`src/rtl/vliw_pkg.sv`:
```
// Shared fetch-path types: bundle/address widths, fetch FSM states
// and the {pc, bundle} entry stored in the fetch buffer.
package vliw_pkg;

  localparam int BUNDLE_W = 128;
  localparam int ADDR_W   = 32;

  typedef enum logic [1:0] {
    IDLE,
    FETCH,
    FULL
  } fetch_state_t;

  typedef struct packed {
    logic [ADDR_W-1:0]   pc;
    logic [BUNDLE_W-1:0] bundle;
  } fetch_entry_t;

endpackage

```
`src/rtl/fetch_fifo.sv`:
```
// Bundle buffer between memory response and decode.
// Flush drops all entries; storage is cleared only by reset.
module fetch_fifo
  import vliw_pkg::*;
#(
  parameter  int DEPTH = 4,
  localparam int PTR_W = $clog2(DEPTH),
  localparam int CNT_W = PTR_W + 1
) (
  input  logic               clk,
  input  logic               rst,
  input  logic               flush,
  input  logic               push,
  input  fetch_entry_t       push_entry,
  input  logic               pop,
  output logic [CNT_W-1:0]   count,
  output fetch_entry_t       head
);

  localparam logic [CNT_W-1:0] FULL_CNT = CNT_W'(DEPTH);

  logic [PTR_W-1:0] wr_q, wr_d;
  logic [PTR_W-1:0] rd_q, rd_d;
  logic [CNT_W-1:0] count_q, count_d;
  fetch_entry_t     mem_q [DEPTH];
  fetch_entry_t     mem_d [DEPTH];

  always_comb begin
    wr_d    = wr_q;
    rd_d    = rd_q;
    count_d = count_q;
    mem_d   = mem_q;
    if (flush) begin
      wr_d    = '0;
      rd_d    = '0;
      count_d = '0;
    end else begin
      if (push) begin
        mem_d[wr_q] = push_entry;
        wr_d        = wr_q + 1'b1;
      end
      if (pop) begin
        rd_d = rd_q + 1'b1;
      end
      count_d = count_q + CNT_W'(push) - CNT_W'(pop);
    end
  end

  always_ff @(posedge clk) begin
    if (!rst) begin
      wr_q    <= '0;
      rd_q    <= '0;
      count_q <= '0;
      for (int i = 0; i < DEPTH; i++) begin
        mem_q[i] <= '0;
      end
    end else begin
      wr_q    <= wr_d;
      rd_q    <= rd_d;
      count_q <= count_d;
      mem_q   <= mem_d;
    end
  end

  assign count = count_q;
  assign head  = mem_q[rd_q];

  a_no_overflow: assert property (
    @(posedge clk) disable iff (!rst)
    !(push && !flush && count_q == FULL_CNT));

  a_no_underflow: assert property (
    @(posedge clk) disable iff (!rst)
    !(pop && !flush && count_q == '0));

endmodule

```
`src/rtl/inst_fetch_unit.sv`:
```
// Instruction fetch: PC sequencing, one-cycle memory handshake,
// credit-based issue into the bundle buffer, redirect flush.
module inst_fetch_unit
  import vliw_pkg::*;
#(
  parameter logic [31:0] RESET_PC    = 32'h0000_0000,
  parameter logic [31:0] BUNDLE_STEP = 32'd1,
  parameter int          FIFO_DEPTH  = 4
) (
  input  logic                clk,
  input  logic                rst,
  input  logic                fetch_en,
  output logic [ADDR_W-1:0]   pc_out,
  input  logic [BUNDLE_W-1:0] inst_bundle_in,
  input  logic                redirect_valid,
  input  logic [ADDR_W-1:0]   redirect_pc,
  output logic                bundle_valid,
  output logic [BUNDLE_W-1:0] bundle_data,
  output logic [ADDR_W-1:0]   bundle_pc,
  input  logic                bundle_ready
);

  localparam int CNT_W = $clog2(FIFO_DEPTH) + 1;
  localparam logic [CNT_W:0] OCC_MAX = (CNT_W+1)'(FIFO_DEPTH);

  fetch_state_t      state_q, state_d;
  logic [ADDR_W-1:0] pc_q, pc_d;
  logic [ADDR_W-1:0] infl_pc_q, infl_pc_d;
  logic              inflight_q, inflight_d;

  logic [CNT_W-1:0]  count;
  fetch_entry_t      head;
  fetch_entry_t      push_entry;
  logic              push, pop, issue;
  logic [CNT_W:0]    occ, next_occ;

  assign bundle_valid = (count != '0);
  assign pop          = bundle_valid & bundle_ready;
  assign push         = inflight_q & ~redirect_valid;
  assign push_entry   = '{pc: infl_pc_q, bundle: inst_bundle_in};

  // Credits count buffered plus in-flight bundles; pops this cycle
  // are not reused for issue.
  assign occ   = {1'b0, count} + {{CNT_W{1'b0}}, inflight_q};
  assign issue = (state_q == FETCH) && fetch_en &&
                 !redirect_valid && (occ < OCC_MAX);
  assign next_occ = occ - {{CNT_W{1'b0}}, pop}
                        + {{CNT_W{1'b0}}, issue};

  always_comb begin
    state_d    = state_q;
    pc_d       = pc_q;
    infl_pc_d  = infl_pc_q;
    inflight_d = issue;
    if (issue) begin
      pc_d      = pc_q + BUNDLE_STEP;
      infl_pc_d = pc_q;
    end
    if (redirect_valid) begin
      pc_d    = redirect_pc;
      state_d = fetch_en ? FETCH : IDLE;
    end else begin
      unique case (state_q)
        IDLE: begin
          if (fetch_en) state_d = FETCH;
        end
        FETCH: begin
          if (!fetch_en)                state_d = IDLE;
          else if (next_occ >= OCC_MAX) state_d = FULL;
        end
        FULL: begin
          if (!fetch_en)               state_d = IDLE;
          else if (next_occ < OCC_MAX) state_d = FETCH;
        end
        default: state_d = IDLE;
      endcase
    end
  end

  always_ff @(posedge clk) begin
    if (!rst) begin
      state_q    <= IDLE;
      pc_q       <= RESET_PC;
      infl_pc_q  <= '0;
      inflight_q <= 1'b0;
    end else begin
      state_q    <= state_d;
      pc_q       <= pc_d;
      infl_pc_q  <= infl_pc_d;
      inflight_q <= inflight_d;
    end
  end

  fetch_fifo #(
    .DEPTH(FIFO_DEPTH)
  ) u_fifo (
    .clk       (clk),
    .rst       (rst),
    .flush     (redirect_valid),
    .push      (push),
    .push_entry(push_entry),
    .pop       (pop),
    .count     (count),
    .head      (head)
  );

  assign pc_out      = pc_q;
  assign bundle_data = head.bundle;
  assign bundle_pc   = head.pc;

endmodule

```
`config.mk`:
```
export PLATFORM = sky130hd
export DESIGN_NAME = inst_fetch_unit
export DESIGN_NICKNAME = d
export VERILOG_FILES = /design/src/rtl/vliw_pkg.sv /design/src/rtl/fetch_fifo.sv /design/src/rtl/inst_fetch_unit.sv
export SDC_FILE = /design/constraint.sdc
export NUM_CORES = 2
export LEC_CHECK = 0
export CORE_MARGIN = 2
export CORE_UTILIZATION = 45
export DETAILED_ROUTE_END_ITERATION = 12
export PLACE_DENSITY = 0.67
export SKIP_CTS_REPAIR_TIMING = 1
export SYNTH_ARGS = -nofsm -noshare
export SYNTH_HDL_FRONTEND = slang
export SYNTH_SLANG_ARGS = --single-unit
```
`constraint.sdc`:
```
create_clock -name clk -period 3 [get_ports clk]
set_clock_uncertainty 0.2 [all_clocks]
set_input_delay 0.3 -clock clk [delete_from_list [all_inputs] [get_ports clk]]
set_output_delay 0.3 -clock clk [all_outputs]
set_load 0.01 [all_outputs]
```
==> impl_metrics.tcl <==
set metrics [dict create \
    outcome "complete, no violations" \
    layout_commonest_cell "nand2_1" \
    dp_hpwl_mm 53.46 \
    synth-async-reset-ratio 0 \
    vias_per_cell 5.481 \
    area_growth_pct 27.46 \
    critPathMaxFanout 15 \
    worstMarginPinSlew_ns 0.5828 \
    powerDensity_nw_per_um2 533.6 \
    min_period_over_period 0.9821 \
    power_mw 19.81 \
    rrSetupSlack_ns 0.21 \
    busiest_layer "met2" \
    first_global_vias 24090 \
    pre_cts_slack_ns 0.2640 \
    min_from "redirect_pc[9]" \
    cts_sinks 714 \
    gr-usage-met1 0.3484 \
    endpoint_kind "output port" \
    cts.clk_slew.worst_paths_ns 0.06 \
    port_buffers 357 \
    io_pins 358 \
    fp.dieArea_um2 66770 \
    final_util 0.5779 \
    seq_area_frac_synth 0.4908 \
    worstHoldEndpoint "pc_out[9]" \
    syn-num-nets 3609 \
    finalWorstSetupSlack_ns 0.05385 \
    start_util 0.4534 \
    grt_use_met2 0.4016 \
    insertion_delay_ns 0.61 \
    crit_type "reg2out" \
    finalMaxSlewViolations 0 \
    slew_headroom 0.6093 \
    dieWidth_um 258.4 \
    drive_above_1_share 0.1118 \
    ys_ff_latch 714 \
    grtUsageMet3 0.03433 \
    yosys.area.top_type "dfxtp_1" \
    clk_path_buf_depth 3 \
    setup_viol 0 \
    final_cell_mix "nand2_1, dfxtp_1, a21oi_1" \
    netlist_instances 3429 \
    wl_per_cell_um 18.74 \
    die_y_um 258.4 \
    avgSynthCellArea_um2 8.493 \
    synth_area_leaders "dfxtp_1, nand2_1, mux4_2" \
    crit_required_ns 2.50 \
    cts.htree.levels 3 \
    arrival_ns 2.45 \
    ys.flop_type "dfxtp_1" \
    first_iter_violations 2247 \
    grt_max_degree 98 \
    hold_viol 0 \
    grt_use_total 0.2497 \
    finalInstanceArea_um2 37120 \
    gp_congestion 0.8561 \
    yosysUniqueCellTypes 57 \
    yosysWarnings 0 \
    syn_area_um2 29120 \
    place_area_um2 34020 \
    core_um2 64230 \
    antenna_left 0 \
    r2r-end "pc_out[16]" \
    grt_pass1_wl_mm 134.2 \
    drt-total-wl_mm 86.74 \
    cts_buffers 77 \
    synth_edf_count 0 \
    drc_errors 0 \
    fin_nets 3896 \
    worst-r2r-cell-count 8 \
    dr.pass1.iters 5 \
    crit-reg2reg-launch "inflight_q" \
    globalRoute.totalOverflow 0 \
    vias 25370 \
    fmax_mhz 339.4 \
    min_path_type "in2reg" \
    maxCapViolCount 0 \
    tns_ns 0 \
    cts_tree "done" \
    period_needed_ns 2.946 \
    cellLeakagePower_nw 14.55 \
    rsz0062_at_grt "no" \
    critPathLaunchType "flip-flop" \
    irDropWorstVdd_uv 325.0 \
    root_buffer "clkbuf_16" \
    synth_top_area_frac 0.4908 \
    antenna_found_initial 3 \
    fp-row-count 93 \
    holdPathStages 3 \
    fillers 5656 \
]
power breakdown:
| part | internal [mW] | leakage, nW | switching [mW] | total, mW |
|---|---|---|---|---|
| clock network | 5.53 | 1.22 | 3.88 | 9.41 |
| logic | 0.377 | 7.57 | 0.434 | 0.811 |
| registers | 9.52 | 5.76 | 0.0648 | 9.59 |
metal layers:
layer / up-vias / part of all wire
li1: 12120 / -
met1: 12250 / 0.43
met2: 861 / 0.48
met3: 143 / 0.064
met4: 6 / 0.023
met5: - / 0.00044
Yosys cell counts (3+ instances only):
cell type / number
o31ai_1: 3
xor2_1: 11
nor2b_1: 3
a22oi_1: 6
and2_1: 7
and4_1: 3
or3_1: 3
o211ai_1: 4
buf_1: 14
nor2_1: 22
dfxtp_1: 714
buf_2: 78
ha_1: 14
nand4_1: 15
and3_1: 7
a21oi_1: 688
clkbuf_1: 180
nor3_1: 3
a2bb2oi_1: 9
xnor2_1: 4
mux4_2: 160
o21a_1: 4
o21ai_0: 10
o22ai_1: 8
a31oi_1: 10
nand3_1: 18
inv_1: 17
nand2_1: 1380
critical path: stages, from the launching register on:
cell	delay, ns
dfxtp_4	0.39
buf_12	0.11
buf_16	0.17
buf_4	0.14
mux4_2	0.49
clkdlybuf4s50_1	0.53
flip-flops by register name, summed over array words and instances (netlist names):
name,flops
u_fifo.mem_q,640
state_q,2
infl_pc_q,32
u_fifo.rd_q,2
u_fifo.wr_q,2
inflight_q,1
u_fifo.count,3
pc_out,32
metrics by stage:
stage | hold WS [ns] | instances
after detailed placement | 0.2424 | 4472
after global routing | 0.07258 | 4628
final | 0.07660 | 4629
after floorplan | 0.2161 | 3429
after global placement | 0.2383 | 4472
after CTS | 0.04319 | 4608
worst max-delay path by stage:
stage,startpoint,endpoint,cells past startpoint
floorplan,u_fifo.count[1],state_q[0],10
global placement,inflight_q,pc_out[16],8
detailed placement,inflight_q,pc_out[16],8
CTS,u_fifo.rd_q[0],bundle_data[66],4
global route,u_fifo.rd_q[0],bundle_data[46],5
finish,u_fifo.rd_q[0],bundle_data[46],5
logic make-up (layout without fill, tap and decap cells):
group | Yosys count | after routing | share of synthesized area
compound gates | 756 | 756 | 0.1352
xor+xnor | 15 | 15 | 0.004511
fa+ha+maj | 15 | 15 | 0.006702
buf+inv | 292 | 636 | 0.04137
flops | 714 | 714 | 0.4908
mux | 161 | 161 | 0.1241
other cells | 0 | 1 | 0
simple gates | 1476 | 1476 | 0.1974
cell type report:
type	count	area, um2	share of cell area
flip-flops and latches	714	14300	0.3852
multi-input cells	2423	13670	0.3683
repair buffers	482	5513	0.1485
clock buffers	111	2198	0.05922
well taps	855	1070	0.02882
clock inverters	25	290.3	0.007820
inverters	18	75.07	0.002022
diodes	1	2.502	0.00006741
(Power assumes the default switching activity.)
